<file path="config.mk">
export PLATFORM = sky130hd
export DESIGN_NAME = digit_value_editor_flat
export DESIGN_NICKNAME = d
export VERILOG_FILES = /design/src/rtl/digit_value_editor_if.sv /design/src/rtl/digit_value_editor.sv /design/src/flat_wrapper.sv
export SDC_FILE = /design/constraint.sdc
export NUM_CORES = 1
export LEC_CHECK = 0
export BUFFER_PORTS_ARGS = -buffer_cell sky130_fd_sc_hd__clkbuf_2
export CAP_MARGIN = 25
export CORE_MARGIN = 3
export CORE_UTILIZATION = 45
export DETAILED_ROUTE_END_ITERATION = 6
export GPL_TIMING_DRIVEN = 0
export PLACE_DENSITY = 0.68
export SLEW_MARGIN = 20
export SYNTH_ARGS = -nofsm -noshare
export SYNTH_HDL_FRONTEND = slang
export SYNTH_SLANG_ARGS = --single-unit
</file>
<file path="constraint.sdc">
create_clock -name clk -period 2 [get_ports clk]
set_clock_uncertainty 0.1 [all_clocks]
set_input_delay 0.1 -clock clk [delete_from_list [all_inputs] [get_ports clk]]
set_output_delay 0.1 -clock clk [all_outputs]
set_load 0.05 [all_outputs]
</file>
<file path="src/rtl/digit_value_editor_if.sv">
// Pulse inputs and registered display outputs of one BCD digit editor.
interface digit_value_editor_if #(
  parameter int unsigned NDIGITS = 4
);
  localparam int unsigned CW = (NDIGITS > 1) ? $clog2(NDIGITS) : 1;

  logic                   digitchange;
  logic                   digitinc;
  logic                   digitreset;
  logic                   valuereset;
  logic                   load;
  logic [4*NDIGITS-1:0]   load_value;
  logic [4*NDIGITS-1:0]   value;
  logic [CW-1:0]          cursor;
  logic [NDIGITS-1:0]     blink_mask;
  logic                   changed;

  modport master (
    output digitchange, digitinc, digitreset, valuereset, load, load_value,
    input  value, cursor, blink_mask, changed
  );

  modport slave (
    input  digitchange, digitinc, digitreset, valuereset, load, load_value,
    output value, cursor, blink_mask, changed
  );
endinterface

</file>
<file path="src/rtl/digit_value_editor.sv">
// Cursor-based BCD value editor with blinking highlight of the selected digit.
module digit_value_editor #(
  parameter int unsigned NDIGITS    = 4,
  parameter int unsigned BLINK_BITS = 24
) (
  input  logic                 clk,
  input  logic                 reset,
  digit_value_editor_if.slave  bus
);
  localparam int unsigned CW = (NDIGITS > 1) ? $clog2(NDIGITS) : 1;
  localparam int unsigned VW = 4 * NDIGITS;

  logic [VW-1:0]         value_q, value_d;
  logic [CW-1:0]         cursor_q, cursor_d;
  logic [BLINK_BITS-1:0] blink_q, blink_d;
  logic [NDIGITS-1:0]    mask_q, mask_d;
  logic                  changed_q, changed_d;

  always_ff @(posedge clk or posedge reset) begin
    if (reset) begin
      value_q   <= '0;
      cursor_q  <= '0;
      blink_q   <= '0;
      mask_q    <= NDIGITS'(1);
      changed_q <= 1'b0;
    end else begin
      value_q   <= value_d;
      cursor_q  <= cursor_d;
      blink_q   <= blink_d;
      mask_q    <= mask_d;
      changed_q <= changed_d;
    end
  end

  always_comb begin
    value_d   = value_q;
    cursor_d  = cursor_q;
    blink_d   = blink_q + BLINK_BITS'(1);
    mask_d    = '0;
    changed_d = bus.valuereset | bus.load | bus.digitreset | bus.digitinc;

    // Only the highest-priority edit is applied, always at the current cursor.
    if (bus.valuereset) begin
      value_d = '0;
    end else if (bus.load) begin
      value_d = bus.load_value;
    end else if (bus.digitreset || bus.digitinc) begin
      for (int i = 0; i < NDIGITS; i++) begin
        if (CW'(i) == cursor_q) begin
          if (bus.digitreset || (value_q[4*i +: 4] >= 4'd9))
            value_d[4*i +: 4] = 4'd0;
          else
            value_d[4*i +: 4] = value_q[4*i +: 4] + 4'd1;
        end
      end
    end

    if (bus.valuereset)
      cursor_d = '0;
    else if (bus.digitchange)
      cursor_d = (cursor_q == CW'(NDIGITS - 1)) ? '0 : cursor_q + CW'(1);

    if (changed_d || bus.digitchange)
      blink_d = '0;

    // Highlight is on during the first half period after a user action.
    if (!blink_d[BLINK_BITS-1])
      mask_d = NDIGITS'(1) << cursor_d;
  end

  assign bus.value      = value_q;
  assign bus.cursor     = cursor_q;
  assign bus.blink_mask = mask_q;
  assign bus.changed    = changed_q;
endmodule

</file>
<file path="src/flat_wrapper.sv">
// flat-port wrapper written by rule: the top's interface ports become plain ports
module digit_value_editor_flat 
#(
  parameter int unsigned NDIGITS    = 4,
  parameter int unsigned BLINK_BITS = 24
)
  (clk, reset, bus_digitchange, bus_digitinc, bus_digitreset, bus_valuereset, bus_load, bus_load_value, bus_value, bus_cursor, bus_blink_mask, bus_changed);
  digit_value_editor_if #(.NDIGITS(NDIGITS)) bus_i ();
  input  logic clk;
  input  logic reset;
  input wire logic [$bits(bus_i.digitchange)-1:0] bus_digitchange;
  input wire logic [$bits(bus_i.digitinc)-1:0] bus_digitinc;
  input wire logic [$bits(bus_i.digitreset)-1:0] bus_digitreset;
  input wire logic [$bits(bus_i.valuereset)-1:0] bus_valuereset;
  input wire logic [$bits(bus_i.load)-1:0] bus_load;
  input wire logic [$bits(bus_i.load_value)-1:0] bus_load_value;
  output wire logic [$bits(bus_i.value)-1:0] bus_value;
  output wire logic [$bits(bus_i.cursor)-1:0] bus_cursor;
  output wire logic [$bits(bus_i.blink_mask)-1:0] bus_blink_mask;
  output wire logic [$bits(bus_i.changed)-1:0] bus_changed;
  assign bus_i.digitchange = bus_digitchange;
  assign bus_i.digitinc = bus_digitinc;
  assign bus_i.digitreset = bus_digitreset;
  assign bus_i.valuereset = bus_valuereset;
  assign bus_i.load = bus_load;
  assign bus_i.load_value = bus_load_value;
  assign bus_value = bus_i.value;
  assign bus_cursor = bus_i.cursor;
  assign bus_blink_mask = bus_i.blink_mask;
  assign bus_changed = bus_i.changed;
  digit_value_editor #(.NDIGITS(NDIGITS), .BLINK_BITS(BLINK_BITS)) u_core (.clk(clk), .reset(reset), .bus(bus_i));
endmodule
</file>
* Word-level counts from Yosys, hierarchy flattened
Index checks and enable logic that the tools add are counted.
Storage, ports and cells: register bits after elaboration 47, word-level logic and storage cells 58, bits of input ports 23, output and inout bits 23
Operators by class: reductions and logical operators 16, magnitude comparators 4, shift-type cells 1, add/subtract/negate cells 6, eq/ne operators 4, bitwise logic cells 3, mux-type cells 16
Operators with widths (number):
- $mux W16 | 3
- $mux W4 | 9
- $add A24 B1 Y24 const B | 1
- $mux W24 | 1
- $add A4 B1 Y4 const B | 4
- $ge A4 B4 Y1 const B | 4
- $reduce_bool A3 Y1 | 5
- $reduce_and A2 Y1 | 4
- $logic_or A1 B1 Y1 | 6
- $mux W2 | 3
- $eq A2 B2 Y1 const A | 2
- $shl A1 B2 Y4 const A | 1
- $or A1 B1 Y1 | 3
- $add A2 B1 Y2 const B | 1
- $eq A1 B2 Y1 const A | 1
- $eq A2 B2 Y1 const B | 1
- $logic_not A2 Y1 | 1

* Longest topological paths before layout
depth in word-level cells 7, mapped depth 7, mapped depth without buffers 7

* Least setup slack after synthesis
No wires, ideal clock.
kind register to register, from register u_core.value_q[9], in the netlist u_core.bus.value[9], to register u_core.value_q[11], in the netlist u_core.bus.value[11], library setup time 87 ps, setup slack -267 ps, path buffers 0, clock period less this slack 2267 ps, data required time 1813 ps, cell stages (with the launch flop) 8, data arrival time 2081 ps, cells stage by stage dfrtp_1 > inv_1 > ha_1 > or3b_1 > a2111o_1 > nor2b_1 > o21ai_1 > o211ai_1
Between the ends: cells in the longest elaborated chain, start to end 7, elaborated cells on any way between the ends 8, those cells by class add/sub (1); order compare (1); mux (5); reduce/logical (1)
RTL lines:
- start: declaration | line digit_value_editor.sv:13 | logic [VW-1:0] value_q, value_d;
- start signal: assignment | line digit_value_editor.sv:27 | value_q <= value_d;
- $ge A4 B4 Y1 | line digit_value_editor.sv:50 | if (bus.digitreset || (value_q[4*i +: 4] >= 4'd9))
- $logic_or A1 B1 Y1 | line digit_value_editor.sv:50
- $mux W4 * | line digit_value_editor.sv:50
- $mux W4 * | line digit_value_editor.sv:49 | if (CW'(i) == cursor_q) begin
- $mux W16 * | line digit_value_editor.sv:47 | end else if (bus.digitreset || bus.digitinc) begin
- $mux W16 * | line digit_value_editor.sv:45 | end else if (bus.load) begin
- $mux W16 * | line digit_value_editor.sv:43 | if (bus.valuereset) begin
Mark *: on every way between the ends. The rest lies on a longest branch, timed or not. The select of a mux whose other input is x is not followed. A chain may end at the register's enable or synchronous reset.

* Worst setup path in the final report
Ends and elaborated chain as after synthesis.

==> key figures <==
Setup path
  • Critical path peak fanout: 5
  • Worst setup path category: reg2reg
  • Req. time, crit path: 2130 ps
  • Worst EP arrival: 2170 ps
  • Setup crit end kind: register
  • Reg2Reg Setup Slack: -40 ps
  • Startpoint Class: register

Drt
  • Vias/cell: 5.21
  • DR DRC count: 0
  • Routed WL: 6290 um
  • Drt first pass iters: 4
  • Iter 0 DRT Violations: 130
  • Wire length per cell: roughly 14 um
  • Routed vias: 2271
  • Routed Antenna Nets: 0

Timing
  • Achievable frequency: between 0.4 and 0.5 GHz
  • Fin worst setup slack: -43.8 ps
  • Final hold vios: 0
  • RSZ-0062 raised after global routing: yes
  • Normalized max-slew margin: 0.533
  • Final Cycle Share: 1.02
  • Slew Limit Fails: 0
  • Tmin final: 2040 ps
  • Final setup vio count: 2
  • Worst slew pin tran: roughly 700 ps

Yosys
  • Synth top area share: 0.403
  • Synth area leader: dfrtp_1
  • Synth top cells by count: 46 x dfrtp_1, 23 x inv_1, 18 x a21oi_1, 18 x nor2_4, 17 x ha_1
  • Synthesized Nets: between 300 and 400
  • Most area-consuming cells after synthesis: dfrtp_1 40%, ha_1 7.4%, nor2_4 7.1%
  • Number of synthesized flops with an enable pin: 0
  • Register area share after synthesis: 0.412
  • Top-count cell post-synth: dfrtp_1
  • Post-synthesis average cell area: 9.96 um^2
  • Netlist Area Pre-Place: 2860 um^2
  • Ys flop type: dfrtp_1
  • Netlist cell types: 54
  • Post-synthesis cell count: ~290
  • Async SR Flop Fraction: 1.00
  • YS warnings: 0
  • Flops & latches, synth: 47

Global routing
  • M2 GR Usage: 0.288
  • Gr usage total: 0.176
  • M3 GR Usage: 0.0240
  • Initial antenna violation count: 0
  • Gr busiest metal: met2
  • Gr ovfl total: 0
  • Vias in the first global route: 2186
  • Largest net degree at the start of global routing: 34
  • GR Layer Usage met1: 0.236
  • First-pass GRT wire length: 10300 um

Cells and area
  • Final nets: 400
  • Area Overhead vs Synth: 23.9%
  • Antenna Cells: 0
  • Cell area after layout: 3540 um^2
  • Share of layout cells above drive strength 1: 0.291

Placement
  • Placed Area: ~3200 um^2
  • Routability cong.: 0.848
  • IO Port Bufs: 44
  • Pre-CTS WS: about 22 ps
  • DP HPWL: 4450 um

Power and ir drop
  • PwrDens: 602 nW/um^2
  • Maximum VDD drop: 0.348 mV
  • P_leak: about 1.5 nW

Floorplanning
  • Die area: 7350 um^2
  • DIE WIDTH: 85.7 um
  • Rows: 28
  • Initial Utilization: 0.474
  • # IOs: 46
  • DIE HEIGHT: 85.7 um
  • Core area: 6030 um^2

CTS
  • CTS Buf Count: 5
  • Clock transition at the registers of the reported paths: about 90 ps
  • Clock Root Buffer: clkbuf_8
  • Clk_lat worst skew: 300 ps
  • CTS tree: yes
  • CTS max path bufs: 2
  • CTS sink count: 47
  • H-tree lvl count: 2

Status
  • Outcome: complete, but fails checks
  • Failing checks: setup timing

Job
  • Maxcap violations: 0

Min path
  • Min-Delay Path Class: in2reg
## critical path: stages, from the launching register on
cell and delay, ps:
dfrtp_2 440, inv_2 90, ha_4 130, or3b_4 370, a2111o_1 510, nor2b_1 150
o21ai_1 70, o211ai_1 100
## final timing paths
| kind | startpoint | to | cells past startpoint |
|---|---|---|---|
| max | u_core.bus.value[9] | u_core.bus.value[11] | 7 |
| min | bus_load_value[12] | u_core.bus.value[12] | 3 |
| max reg2reg | u_core.bus.value[9] | u_core.bus.value[11] | 7 |
| min reg2reg | u_core.blink_q[0] | u_core.blink_q[0] | 1 |
| max in group asynchronous | reset | u_core.bus.blink_mask[0] | 4 |
| min in group asynchronous | reset | u_core.bus.value[3] | 3 |
## kinds of logic after synthesis
group,count (synthesis),synth area share
and+or+nand+nor,118,0.273
AOI/OAI and AO/OA,52,0.116
DFF,47,0.412
buffers and inverters,32,0.0600
xor gates and xnor gates,20,0.0613
adders and majority gates,17,0.0744
muxes,1,0.00350
## report_power, final
part | internal, mW | switching, mW | leakage, nW
Clock | 0.405 | 0.322 | 0.0612
Combinational | 0.131 | 0.257 | 0.793
Sequential | 0.981 | 0.0388 | 0.631
Total | 1.52 | 0.618 | 1.49
## layout make-up
cell class,instances,area (um^2)
fill,533,2480
clock inverter,2,35.0
sequential,47,1180
multi-input combinational,208,1550
inverter,23,86.3
buffer,9,85.1
tap,75,93.8
timing repair buffer,66,433
clock buffer,6,82.6
## layer usage
metal  up-vias  part of all wire
li1       1150                 -
met4         0             0.019
met2        52              0.48
met5         -                 0
met1      1059              0.47
met3        10             0.039
## placed cells by master, fill, tap and decap left out, types with 6 or more instances in the layout
cell type,instances
xor2_1,8
nand2_1,16
nor3_1,11
inv_1,20
ha_1,15
buf_4,7
nand4_1,8
o21ai_0,13
clkbuf_2,44
nor2_1,14
dfrtp_1,43
dlygate4sd3_1,14
nor2b_1,7
clkbuf_8,6
nor2_4,18
xnor2_1,12
nand3_1,14
a21oi_1,18
## registers in the layout (all words and copies together) (netlist names)
signal / cells
u_core.bus.changed: 1
u_core.bus.value: 16
u_core.bus.blink_mask: 4
u_core.bus.cursor: 2
u_core.blink_q: 24
## metrics by stage
step / std cells / total power, mW / utilization / hold WS [ps] / setup TNS, ps
floorplan: 287 / 1.27 / - / 120 / -31.0
global placement: 406 / 1.37 / 0.527 / 212 / -416
detailed placement: 407 / 1.39 / 0.531 / -17.5 / 0
CTS: 429 / 2.14 / 0.573 / 3.23 / 0
global route: 436 / 2.24 / 0.588 / 36.8 / -207
finish: 436 / 2.13 / 0.588 / 6.86 / -75.7
## repair_timing
| item | in CTS | in global routing |
|---|---|---|
| hold buffers | 14 | 0 |
| setup buffers | 0 | 7 |
| resized for setup | 0 | 8 |
| endpoints found under the setup margin | 0 | 12 |
| endpoints found under the hold margin | 58 | 0 |
(Power assumes the default switching activity.)
